===== src/rtl/nios_ii_system_pio_in_irq.sv =====
// -----------------------------------------------------------------------------
// nios_ii_system_pio_in_irq
//
// Avalon-MM slave input port for board-level inputs (switches, keys,
// card-detect) feeding the Nios II data master. Each input bit passes through a
// synchroniser, an optional per-bit debounce filter and an edge detector. Edges
// are latched in a write-1-to-clear capture register. A maskable interrupt is
// driven from either the captured edges or the filtered input level.
//
// Register map (word address, bits above WIDTH-1 read as 0):
//   0 data           RO     filtered input value
//   1 reserved       RO     reads 0
//   2 interruptmask  RW     bit n enables bit n into irq
//   3 edgecapture    R/W1C  writing 1 to bit n clears it
//
// Ports:
//   clk         system clock
//   reset       asynchronous, active-high reset
//   address     register word address
//   chipselect  slave select
//   write_n     active-low write strobe, qualified by chipselect
//   writedata   write data
//   in_port     asynchronous external inputs
//   readdata    registered read data
//   irq         interrupt request, active-high
//
// Bus handshake: the slave never stalls. A write is accepted on the clk edge
// where chipselect=1 and write_n=0. readdata is refreshed from address on
// every clk edge (no chipselect gating), so read data is valid one clock after
// the address is presented.
// -----------------------------------------------------------------------------
module nios_ii_system_pio_in_irq #(
   parameter int              WIDTH           = 12,
   parameter int              SYNC_STAGES     = 2,
   parameter int              DEBOUNCE_CYCLES = 0,
   parameter int              EDGE_TYPE       = 0,
   parameter int              IRQ_MODE        = 1,
   parameter logic [WIDTH-1:0] RESET_MASK     = '0
) (
   input  logic             clk,
   input  logic             reset,
   input  logic [1:0]       address,
   input  logic             chipselect,
   input  logic             write_n,
   input  logic [31:0]      writedata,
   input  logic [WIDTH-1:0] in_port,
   output logic [31:0]      readdata,
   output logic             irq
);

   localparam logic [1:0] ADDR_DATA = 2'd0;
   localparam logic [1:0] ADDR_MASK = 2'd2;
   localparam logic [1:0] ADDR_EDGE = 2'd3;

   // Edge detection stays disabled until the synchroniser and the filter have
   // had time to absorb whatever level the inputs held at reset release.
   localparam int GUARD = SYNC_STAGES + DEBOUNCE_CYCLES + 1;
   localparam int GW    = $clog2(GUARD + 1);

   logic [WIDTH-1:0] sync_q [SYNC_STAGES];
   logic [WIDTH-1:0] sync_out;
   logic [WIDTH-1:0] filtered;
   logic [WIDTH-1:0] prev;
   logic [WIDTH-1:0] rise;
   logic [WIDTH-1:0] fall;
   logic [WIDTH-1:0] edge_raw;
   logic [WIDTH-1:0] edge_hit;
   logic [WIDTH-1:0] edge_clr;
   logic [WIDTH-1:0] int_mask;
   logic [WIDTH-1:0] edge_cap;
   logic [GW-1:0]    guard_cnt;
   logic             guard_done;
   logic             wr_en;
   logic [31:0]      rd_mux;
   logic             unused_wdata;

   // Upper writedata bits are only meaningful when WIDTH is 32.
   assign unused_wdata = ^writedata;

   assign wr_en = chipselect & ~write_n;

   // ---------------------------------------------------------------- sync
   always_ff @(posedge clk or posedge reset) begin
      if (reset) begin
         for (int i = 0; i < SYNC_STAGES; i++) begin
            sync_q[i] <= '0;
         end
      end else begin
         sync_q[0] <= in_port;
         for (int i = 1; i < SYNC_STAGES; i++) begin
            sync_q[i] <= sync_q[i-1];
         end
      end
   end

   assign sync_out = sync_q[SYNC_STAGES-1];

   // ------------------------------------------------------------ debounce
   generate
      if (DEBOUNCE_CYCLES == 0) begin : g_bypass
         assign filtered = sync_out;
      end else begin : g_debounce
         localparam int CW = $clog2(DEBOUNCE_CYCLES + 1);
         // The cycle in which sync_out changes clears the counter, so the
         // counter only has to cover the remaining DEBOUNCE_CYCLES-1 stable
         // cycles: a level must be held DEBOUNCE_CYCLES cycles to pass.
         localparam logic [CW-1:0] THR =
            CW'((DEBOUNCE_CYCLES >= 2) ? DEBOUNCE_CYCLES - 2 : 0);

         logic [WIDTH-1:0] sync_last;
         logic [WIDTH-1:0] filt_r;
         logic [CW-1:0]    cnt [WIDTH];

         always_ff @(posedge clk or posedge reset) begin
            if (reset) begin
               sync_last <= '0;
               filt_r    <= '0;
               for (int b = 0; b < WIDTH; b++) begin
                  cnt[b] <= '0;
               end
            end else begin
               sync_last <= sync_out;
               for (int b = 0; b < WIDTH; b++) begin
                  if ((sync_out[b] == filt_r[b]) || (sync_out[b] != sync_last[b])) begin
                     cnt[b] <= '0;
                  end else if (cnt[b] == THR) begin
                     filt_r[b] <= sync_out[b];
                     cnt[b]    <= '0;
                  end else begin
                     cnt[b] <= cnt[b] + CW'(1);
                  end
               end
            end
         end

         assign filtered = filt_r;
      end
   endgenerate

   // ------------------------------------------------------- startup guard
   assign guard_done = (guard_cnt == GW'(GUARD));

   always_ff @(posedge clk or posedge reset) begin
      if (reset) begin
         guard_cnt <= '0;
      end else if (!guard_done) begin
         guard_cnt <= guard_cnt + GW'(1);
      end
   end

   // --------------------------------------------------------- edge detect
   // prev follows filtered during the guard too, so a level already present
   // at reset release is never seen as an edge once the guard lifts.
   always_ff @(posedge clk or posedge reset) begin
      if (reset) begin
         prev <= '0;
      end else begin
         prev <= filtered;
      end
   end

   assign rise = filtered & ~prev;
   assign fall = ~filtered & prev;

   always_comb begin
      edge_raw = '0;
      case (EDGE_TYPE)
         0:       edge_raw = rise;
         1:       edge_raw = fall;
         default: edge_raw = rise | fall;
      endcase
   end

   assign edge_hit = guard_done ? edge_raw : '0;
   assign edge_clr = (wr_en && (address == ADDR_EDGE)) ? writedata[WIDTH-1:0] : '0;

   // ------------------------------------------------------------ registers
   // A new edge wins over a simultaneous W1C of the same bit.
   always_ff @(posedge clk or posedge reset) begin
      if (reset) begin
         edge_cap <= '0;
         int_mask <= RESET_MASK;
      end else begin
         edge_cap <= (edge_cap & ~edge_clr) | edge_hit;
         if (wr_en && (address == ADDR_MASK)) begin
            int_mask <= writedata[WIDTH-1:0];
         end
      end
   end

   always_comb begin
      rd_mux = '0;
      case (address)
         ADDR_DATA: rd_mux[WIDTH-1:0] = filtered;
         ADDR_MASK: rd_mux[WIDTH-1:0] = int_mask;
         ADDR_EDGE: rd_mux[WIDTH-1:0] = edge_cap;
         default:   rd_mux = '0;
      endcase
   end

   always_ff @(posedge clk or posedge reset) begin
      if (reset) begin
         readdata <= '0;
      end else begin
         readdata <= rd_mux;
      end
   end

   // ------------------------------------------------------------------ irq
   generate
      if (IRQ_MODE == 1) begin : g_irq_edge
         assign irq = |(edge_cap & int_mask);
      end else begin : g_irq_level
         assign irq = |(filtered & int_mask);
      end
   endgenerate

endmodule


===== config.mk =====
export PLATFORM = sky130hd
export DESIGN_NAME = nios_ii_system_pio_in_irq
export DESIGN_NICKNAME = d
export VERILOG_FILES = /design/src/rtl/nios_ii_system_pio_in_irq.sv
export SDC_FILE = /design/constraint.sdc
export NUM_CORES = 1
export LEC_CHECK = 0
export ABC_AREA = 0
export BUFFER_PORTS_ARGS = -buffer_cell sky130_fd_sc_hd__buf_2
export CORE_UTILIZATION = 40
export CTS_BUF_LIST = sky130_fd_sc_hd__clkbuf_16
export CTS_CLUSTER_SIZE = 14
export DETAILED_ROUTE_END_ITERATION = 10
export PLACE_DENSITY = 0.67
export SYNTH_ARGS = -nofsm -noshare
export SYNTH_HDL_FRONTEND = slang
export SYNTH_SLANG_ARGS = --single-unit
export TNS_END_PERCENT = 100

===== constraint.sdc =====
create_clock -name clk -period 2.25 [get_ports clk]
set_input_delay 0.225 -clock clk [delete_from_list [all_inputs] [get_ports clk]]
set_output_delay 0.225 -clock clk [all_outputs]
set_load 0.02 [all_outputs]

==> flow_metrics.tcl, run 1 <==
set metrics [dict create \
    status "finished clean" \
    setup_slack_ns 0.441 \
    rsz0062_at_grt "no" \
    startpoint_type "flip-flop" \
    die_x_um 85.5 \
    yosys-top-cells-area "dfrtp_1, buf_4, mux2_4, nand2_1, mux2i_1" \
    grt_usage 0.153 \
    p_total_w 0.00347 \
    wirelength_mm 5.05 \
    num_antenna_cells 0 \
    io_buffers 42 \
    yosysWarnings 0 \
    hold_buffers 8 \
    grt_overflow 0 \
    path_class "flip-flop to primary output" \
    powerDensity_mw_per_mm2 1020 \
    pre_cts_slack_ns 0.677 \
    critPathMaxFanout 3 \
    gp_congestion 0.698 \
    num_io_pins 83 \
    synth.distinct_cells 23 \
    relSlewSlack 0.629 \
    seq_area_frac_synth 0.664 \
    slew_violations 0 \
    fin_crit_sh 0.804 \
    cts_buffers 9 \
    dp_cells 318 \
    drive_above_1_share 0.294 \
    nNetsFinal 308 \
    yosys.area.top_type "dfrtp_1" \
    core_mm2 0.00676 \
    clk_pin_slew_ns 0.06 \
    synth_area_mm2 0.00279 \
    die_h_um 85.5 \
    worst_ir_drop_vdd_uv 507 \
    antenna_found_initial 0 \
    dr.pass1.iters 4 \
    cp.required_ns 2.03 \
    grt_max_degree 31 \
    rows 30 \
    cts-root-buf "clkbuf_16" \
    netlist_instances 200 \
    drt-initial-drc-count 88 \
    grt_pass1_vias 1639 \
    hold_path_class "input pin to flip-flop" \
    clock_sinks 74 \
    syn_to_final_growth_pct 22.4 \
    ant_nets 0 \
    fin_cells 342 \
    cts_tree "built" \
    leakagePower_nw 1.61 \
    cp.arrival_ns 1.58 \
    clk_latency_ns 0.33 \
    dieArea_mm2 0.00731 \
    cts-resized-gates 0 \
    ctsHtreeMaxLevel 3 \
    min_period_ns 1.81 \
    hold_viol 0 \
    filler_cell_count 592 \
    via_per_inst 4.88 \
    drc 0 \
    post_drt_wl_per_cell_um 14.8 \
    crit_path_end_kind "primary output" \
    synth_area_per_cell_um2 13.9 \
    worst_clock_skew_ns 0.00582 \
    max_freq_ghz 0.553 \
    clockBufferDepth 2 \
    maxCapViolCount 0 \
    postCtsSetupBuffers 0 \
    dp_hpwl_mm 3.26 \
    via_count 1670 \
    start_util 0.413 \
    netlist.area_leader.share 0.664 \
    setup_tns_ns 0 \
    grt_pass1_wl_mm 8.28 \
    setup_viol 0 \
    worst_pin_slew_ns 0.556 \
    synth-seq-cells 74 \
]
[layer usage]
metal / vias up / global-route usage / routed length (um)
met2: 52 / 0.239 / 2420
met5: - / 0 / 0
met3: 13 / 0.0350 / 219
met4: 0 / 0.0833 / 125
met1: 844 / 0.201 / 2280
li1: 761 / - / -
[layout by cell type (no fill, tap or decap)]
master / count
and2_1: 1
mux2_2: 3
nand3_1: 1
o2bb2ai_1: 9
buf_2: 42
clkinvlp_4: 3
mux2_4: 10
nand2_1: 33
and4bb_4: 1
dfrtp_1: 74
inv_2: 1
and4b_1: 1
buf_4: 4
ha_1: 1
conb_1: 20
o21ai_0: 12
a221oi_1: 3
mux2i_1: 12
a22o_1: 3
bufinv_16: 3
dlygate4sd3_1: 8
a32o_1: 3
clkinv_2: 1
clkbuf_16: 9
xnor2_1: 1
inv_1: 3
[cell usage after synthesis, drive strengths merged]
master    n
nand3     1
buf      26
o2bb2ai   9
clkbuf    1
and4bb    1
a32o      3
o21ai    12
nand2    33
mux2     13
a22o      3
xnor2     1
dfrtp    74
and2      1
ha        1
and4b     1
conb      1
inv       4
a221oi    3
mux2i    12
[layout make-up]
class | instances | area [um2] | area share
Clock buffer | 9 | 225 | 0.0660
Clock inverter | 7 | 118 | 0.0345
Inverter | 4 | 15.0 | 0.00440
Multi-Input combinational cell | 114 | 783 | 0.229
Sequential cell | 74 | 1850 | 0.543
Tap cell | 80 | 100 | 0.0293
Timing Repair Buffer | 54 | 320 | 0.0938
[final timing paths]
kind,from,endpoint,slack [ns],depth (start not counted)
worst max-delay path,int_mask[2],irq,0.44,4
min in group asynchronous,reset,sync_q[14],0.47,3
worst min register to register,sync_q[18],filtered[6],0.34,0
worst min-delay path,in_port[11],sync_q[23],0.006,1
worst max register to register,guard_cnt[0],edge_cap[4],0.91,4
max in group asynchronous,reset,int_mask[11],1.03,4
[sequential cells by signal, summed over array words and instances (netlist names)]
name       cells
readdata      12
int_mask      12
guard_cnt      2
prev          12
sync_q        12
edge_cap      12
filtered      12
[per-stage QoR]
| step | hold slack (ns) | area, um2 | utilization |
|---|---|---|---|
| 6_report | 0.00615 | 3410 | 0.505 |
| 5_1_grt | 0.000621 | 3410 | 0.505 |
| 4_1_cts | 0.00164 | 3410 | 0.505 |
| 3_5_place_dp | 0.276 | 2990 | 0.443 |
| 3_3_place_gp | 0.269 | 2990 | 0.443 |
| 2_1_floorplan | 0.256 | 2860 | - |
[critical path, stage by stage (launching register included)]
cell	delay, ns
dfrtp_1	0.40
a22o_1	0.25
a221oi_1	0.29
nand3_1	0.14
buf_2	0.18
[report_power, final]
| part | leakage (nW) | switching (W) | internal, W |
|---|---|---|---|
| combinational | 0.612 | 0.000176 | 0.000160 |
| clock | 0.158 | 0.000528 | 0.00108 |
| sequential | 0.840 | 0.0000741 | 0.00145 |
| total | 1.61 | 0.000778 | 0.00269 |
[cells by family (layout without fill, tap and decap cells)]
family / after synthesis / in the layout / share of synthesized area
flops: 74 / 74 / 0.664
simple gates: 37 / 37 / 0.0579
buf+inv: 31 / 74 / 0.0803
compound gates: 30 / 30 / 0.0794
mux: 25 / 25 / 0.109
fa+ha+maj: 1 / 1 / 0.00449
other cells: 1 / 20 / 0.00135
xor+xnor: 1 / 1 / 0.00314
Power figures use the tool's default switching activity.
==> run 2: changes to the inputs <==
- ABC_AREA: 0 -> 1
- clock period: 2.25 -> 1.6 ns (I/O delays scaled with it)
==> run 2 against run 1 <==
Setup slack worse by 0.27 ns. Largest cell class unchanged. Critical path type is now flip-flop to flip-flop. Cell area up 4.8%. Die area up 1.3%. Largest power group unchanged. Routed wire length up 0.69%. Synthesized cell count up 35%.
==> flow_metrics.tcl, run 2 <==
set metrics [dict create \
    leakagePower_nw 1.78 \
    via_count 1956 \
    filler_cell_count 619 \
    busiest_layer "met2" \
    r2r_slack_ns 0.17 \
    status "finished clean" \
    gp_congestion 0.806 \
    async_flop_share 1.00 \
    post_drt_wl_per_cell_um 11.8 \
    worst_pin_slew_ns 0.613 \
    synth_edf_count 0 \
    grt_pass1_wl_mm 8.64 \
    critPathMaxStageDelay_ns 0.56 \
    cp.required_ns 1.81 \
    cts_buffers 9 \
    final-seq-area_mm2 0.00185 \
    pre_cts_slack_ns 0.152 \
    hold_path_class "input pin to flip-flop" \
    grt_usage 0.159 \
    dpl_cell_area_mm2 0.00309 \
    clk_pin_slew_ns 0.06 \
    startpoint_type "flip-flop" \
    hold_ws_ns 0.0802 \
    ant_nets 0 \
    yosys-top-cells-area "dfrtp_1, nand2_1, nand3_1, buf_4, nand3b_1" \
    worst-path-buf-inv 0 \
    worst_ir_drop_vdd_uv 818 \
    grtUsageMet1 0.193 \
    postCtsSetupBuffers 0 \
    crit_path_top_delay_cell "ha_1" \
    synth_area_per_cell_um2 10.5 \
    start_util 0.416 \
    synth-seq-cells 74 \
    ys.flop_type "dfrtp_1" \
    slew_violations 0 \
    critPathMaxFanout 14 \
    antenna_found_initial 0 \
    die_h_um 86.0 \
    cts-root-buf "clkbuf_16" \
    grt_overflow 0 \
    setup_slack_ns 0.167 \
    p_seq_frac 0.425 \
    num_io_pins 83 \
    seq_area_frac_synth 0.656 \
    clock_sinks 74 \
    final_cell_area_mm2 0.00358 \
    cp.arrival_ns 1.65 \
    io_buffers 42 \
    p_clk_frac 0.480 \
    grt_pass1_vias 1913 \
    drc 0 \
    comb_power_share 0.095 \
    power_switching_w 0.00110 \
    multiInputGateArea_um2 813 \
    fin_crit_sh 0.896 \
    critPathTopFamily "adder cells" \
    maxCapViolCount 0 \
    core_mm2 0.00679 \
    setup_tns_ns 0 \
    worst_clock_skew_ns 0.00565 \
    min_period_ns 1.43 \
    clk_latency_ns 0.33 \
    grt.met2_usage 0.247 \
    final_util 0.527 \
    dieArea_mm2 0.00740 \
    grt_max_degree 45 \
    die_x_um 86.0 \
    dp_hpwl_mm 3.21 \
    via_per_inst 4.53 \
    relSlewSlack 0.591 \
    worstRegToRegCells 2 \
    crit_path_end_kind "flip-flop" \
    setup_viol 0 \
    wirelength_mm 5.08 \
    dr.pass1.iters 4 \
    layout_common_cells "nand2_1, dfrtp_1, buf_2" \
    max_freq_ghz 0.698 \
    ctsHtreeMaxLevel 3 \
    drive_above_1_share 0.199 \
    yosysWarnings 0 \
    yosysMostFrequentCell "nand2_1" \
    drt-initial-drc-count 113 \
    clockBufferDepth 2 \
    powerDensity_mw_per_mm2 1390 \
    p_sw_frac 0.222 \
    synth_area_mm2 0.00282 \
    yosys.area.top_type "dfrtp_1" \
    final_common_cell "nand2_1" \
    grt_util_met3 0.0529 \
    nNetsFinal 382 \
    crit_chain "ha_1 > mux2_2" \
    num_antenna_cells 0 \
    rsz0062_at_grt "no" \
    netlist.area_leader.share 0.656 \
    hold_viol 0 \
    synth.distinct_cells 16 \
    rows 30 \
    p_int_w 0.00387 \
    netlist_instances 270 \
    cts_tree "built" \
    hold_path_depth 3 \
    crit_cells 2 \
    syn_to_final_growth_pct 26.7 \
    synth_common_cells "nand2_1, dfrtp_1, nand3_1" \
    path_class "flip-flop to flip-flop" \
]
==> run 2: cells by family (layout without fill, tap and decap cells) <==
kind of cell / count (synthesis) / in the layout / share of synthesized area
xor gates and xnor gates: 1 / 1 / 0.00310
DFF: 74 / 74 / 0.656
other: 1 / 20 / 0.00133
buffers and inverters: 33 / 80 / 0.0815
muxes: 1 / 1 / 0.00399
adders and majority gates: 1 / 1 / 0.00443
and+or+nand+nor: 159 / 159 / 0.250
==> run 2: through the flow <==
stage	total power, W	instances
finish	0.00497	432
global route	0.00520	432
CTS	0.00502	432
detailed placement	0.00260	403
global placement	0.00258	403
floorplan	0.00247	289
==> run 2: what timing repair did <==
item	CTS	global route
hold buffers	13	0
endpoints found under the hold margin	21	0
resized for setup	0	0
==> run 2: layer usage <==
metal | vias to the layer above | wire length [um]
met1 | 948 | 2260
li1 | 941 | -
met4 | 0 | 155
met5 | - | 0
met2 | 55 | 2400
met3 | 12 | 266
==> run 2: final cells by class <==
type                            count  area share
Clock buffer                        9      0.0630
Timing Repair Buffer               60       0.116
Clock inverter                      7      0.0371
Sequential cell                    74       0.518
Inverter                            4     0.00525
Multi-Input combinational cell    182       0.227
Tap cell                           96      0.0336
==> run 2: worst min-delay path: stages <==
cell and delay [ns]:
buf_2 0.09, nand3_1 0.07, nand2_1 0.06
==> run 2: worst paths after layout <==
path | to | startpoint
worst max-delay path | guard_cnt[1] | guard_cnt[0]
worst min-delay path | int_mask[11] | writedata[11]
worst max register to register | guard_cnt[1] | guard_cnt[0]
worst min register to register | filtered[6] | sync_q[18]
max in group asynchronous | edge_cap[2] | reset
min in group asynchronous | sync_q[20] | reset
==> run 2: power groups by stage <==
stage	Clock, W	Combinational, W	Sequential [W]
after floorplan	0	0.000305	0.00217
after global placement	0	0.000444	0.00214
after detailed placement	0	0.000453	0.00214
after CTS	0.00243	0.000480	0.00211
after global routing	0.00254	0.000535	0.00213
final	0.00239	0.000471	0.00211
==> run 3: changes to the inputs <==
- ABC_AREA: 1 -> 0
- PLACE_DENSITY: 0.67 -> 0.64
==> run 3 against run 2 <==
The flow now finishes with violations (negative setup slack). Flip-flop and latch count unchanged. Non-clock buffer count rose by 5. First-iteration DRC count is 39% lower. Routed wire length fell by 3.5%. Combinational power grew 9.3%. Clock-buffer cell count unchanged. Die area is 1.3% lower. Cell count down 18%. Core utilization shrank 0.41 points. Critical path depth is 2 higher.
==> flow_metrics.tcl, run 3 (synthesis gave the netlist of run 1 again) <==
set metrics [dict create \
    clock_sinks 74 \
    grt_overflow 0 \
    critPathMaxStageDelay_ns 0.40 \
    final_common_cell "dfrtp_1" \
    drt-initial-drc-count 69 \
    num_io_pins 83 \
    die_x_um 85.5 \
    dp_cells 322 \
    hold_ws_ns 0.0755 \
    core_mm2 0.00676 \
    path_class "flip-flop to primary output" \
    grt_usage 0.151 \
    ctsHtreeMaxLevel 3 \
    crit_path_top_delay_cell "dfrtp_1" \
    min_period_ns 1.67 \
    clk_pin_slew_ns 0.05 \
    gp_congestion 0.751 \
    cts-root-buf "clkbuf_16" \
    clockBufferDepth 2 \
    crit_chain "a22o_1 > a221oi_2 > nand3_1 > buf_6" \
    nNetsFinal 319 \
    post_drt_wl_per_cell_um 13.9 \
    clk_latency_ns 0.33 \
    drive_above_1_share 0.308 \
    fin_crit_sh 1.04 \
    cp.arrival_ns 1.51 \
    worst_clock_skew_ns 0.00261 \
    syn_to_final_growth_pct 26.6 \
    final_cell_area_mm2 0.00353 \
    dieArea_mm2 0.00731 \
    slew_violations 0 \
    cts_tree "built" \
    grt_pass1_wl_mm 7.92 \
    startpoint_type "flip-flop" \
    via_per_inst 4.72 \
    worst-path-buf-inv 1 \
    crit_path_end_kind "primary output" \
    grt_pass1_vias 1587 \
    fin_cells 353 \
    layout_common_cells "dfrtp_1, buf_2, nand2_1" \
    ant_nets 0 \
    cp.required_ns 1.44 \
    num_antenna_cells 0 \
    die_h_um 85.5 \
    critPathMaxFanout 2 \
    status "complete, but fails checks" \
    powerDensity_mw_per_mm2 1340 \
    rsz0062_at_grt "yes" \
    via_count 1665 \
    dp_hpwl_mm 3.13 \
    rows 30 \
    leakagePower_nw 1.67 \
    start_util 0.413 \
    final_util 0.522 \
    cts_buffers 9 \
    hold_viol 0 \
    setup_viol 1 \
    setup_slack_ns -0.0710 \
    maxCapViolCount 0 \
    antenna_found_initial 0 \
    io_buffers 42 \
    worst_ir_drop_vdd_uv 589 \
    drc 0 \
    max_freq_ghz 0.598 \
    failed_checks "negative setup slack" \
    dr.pass1.iters 4 \
    wirelength_mm 4.90 \
    dpl_cell_area_mm2 0.00305 \
    hold_path_class "input pin to flip-flop" \
    critPathTopFamily "compound AO/OA/AOI/OAI gates" \
    grt_max_degree 44 \
]
==> run 3: routing by layer <==
layer | up-vias | global-route usage | part of all wire
met5 | - | 0 | 0
met4 | 0 | 0.0727 | 0.019
met2 | 53 | 0.230 | 0.48
met3 | 9 | 0.0700 | 0.061
met1 | 825 | 0.182 | 0.44
li1 | 778 | - | -
==> run 3: layout make-up <==
class                   instances  area [um2]
clock inverters                 7        85.1
repair buffers                 65         447
multi-input cells             114         802
well taps                      80         100
clock buffers                   9         225
fillers                       595        3230
flip-flops and latches         74        1850
inverters                       4        18.8
==> run 3: final timing paths <==
| kind | startpoint | end | slack (ns) | cells after the start |
|---|---|---|---|---|
| worst max-delay path | edge_cap[0] | irq | -0.07 | 4 |
| worst min-delay path | writedata[7] | int_mask[7] | 0.08 | 2 |
| worst max register to register | guard_cnt[0] | edge_cap[8] | 0.34 | 3 |
| worst min register to register | sync_q[18] | filtered[6] | 0.34 | 0 |
| max in group asynchronous | reset | readdata[1] | 0.92 | 4 |
| min in group asynchronous | reset | filtered[3] | 0.45 | 4 |
==> run 3: power by group <==
group	total [W]	leakage, nW	internal [W]	switching [W]
clock	0.00206	0.154	0.00135	0.000714
sequential	0.00215	0.840	0.00204	0.000107
combinational	0.000515	0.675	0.000261	0.000254
==> run 3: metrics by stage <==
step           power, W  setup TNS (ns)  worst slack, ns
2_1_floorplan   0.00252               0            0.428
6_report        0.00472         -0.0710          -0.0710
3_5_place_dp    0.00264               0            0.216
4_1_cts         0.00478         -0.0579          -0.0579
5_1_grt         0.00493          -0.145           -0.145
3_3_place_gp    0.00263               0            0.190
==> run 3: timing repair <==
item	CTS	global route
hold buffers	13	0
cloned	0	0
pin swaps	2	1
endpoints found under the hold margin	86	0
buffers inserted	2	0
resized for setup	5	0
setup endpoints to repair	1	1
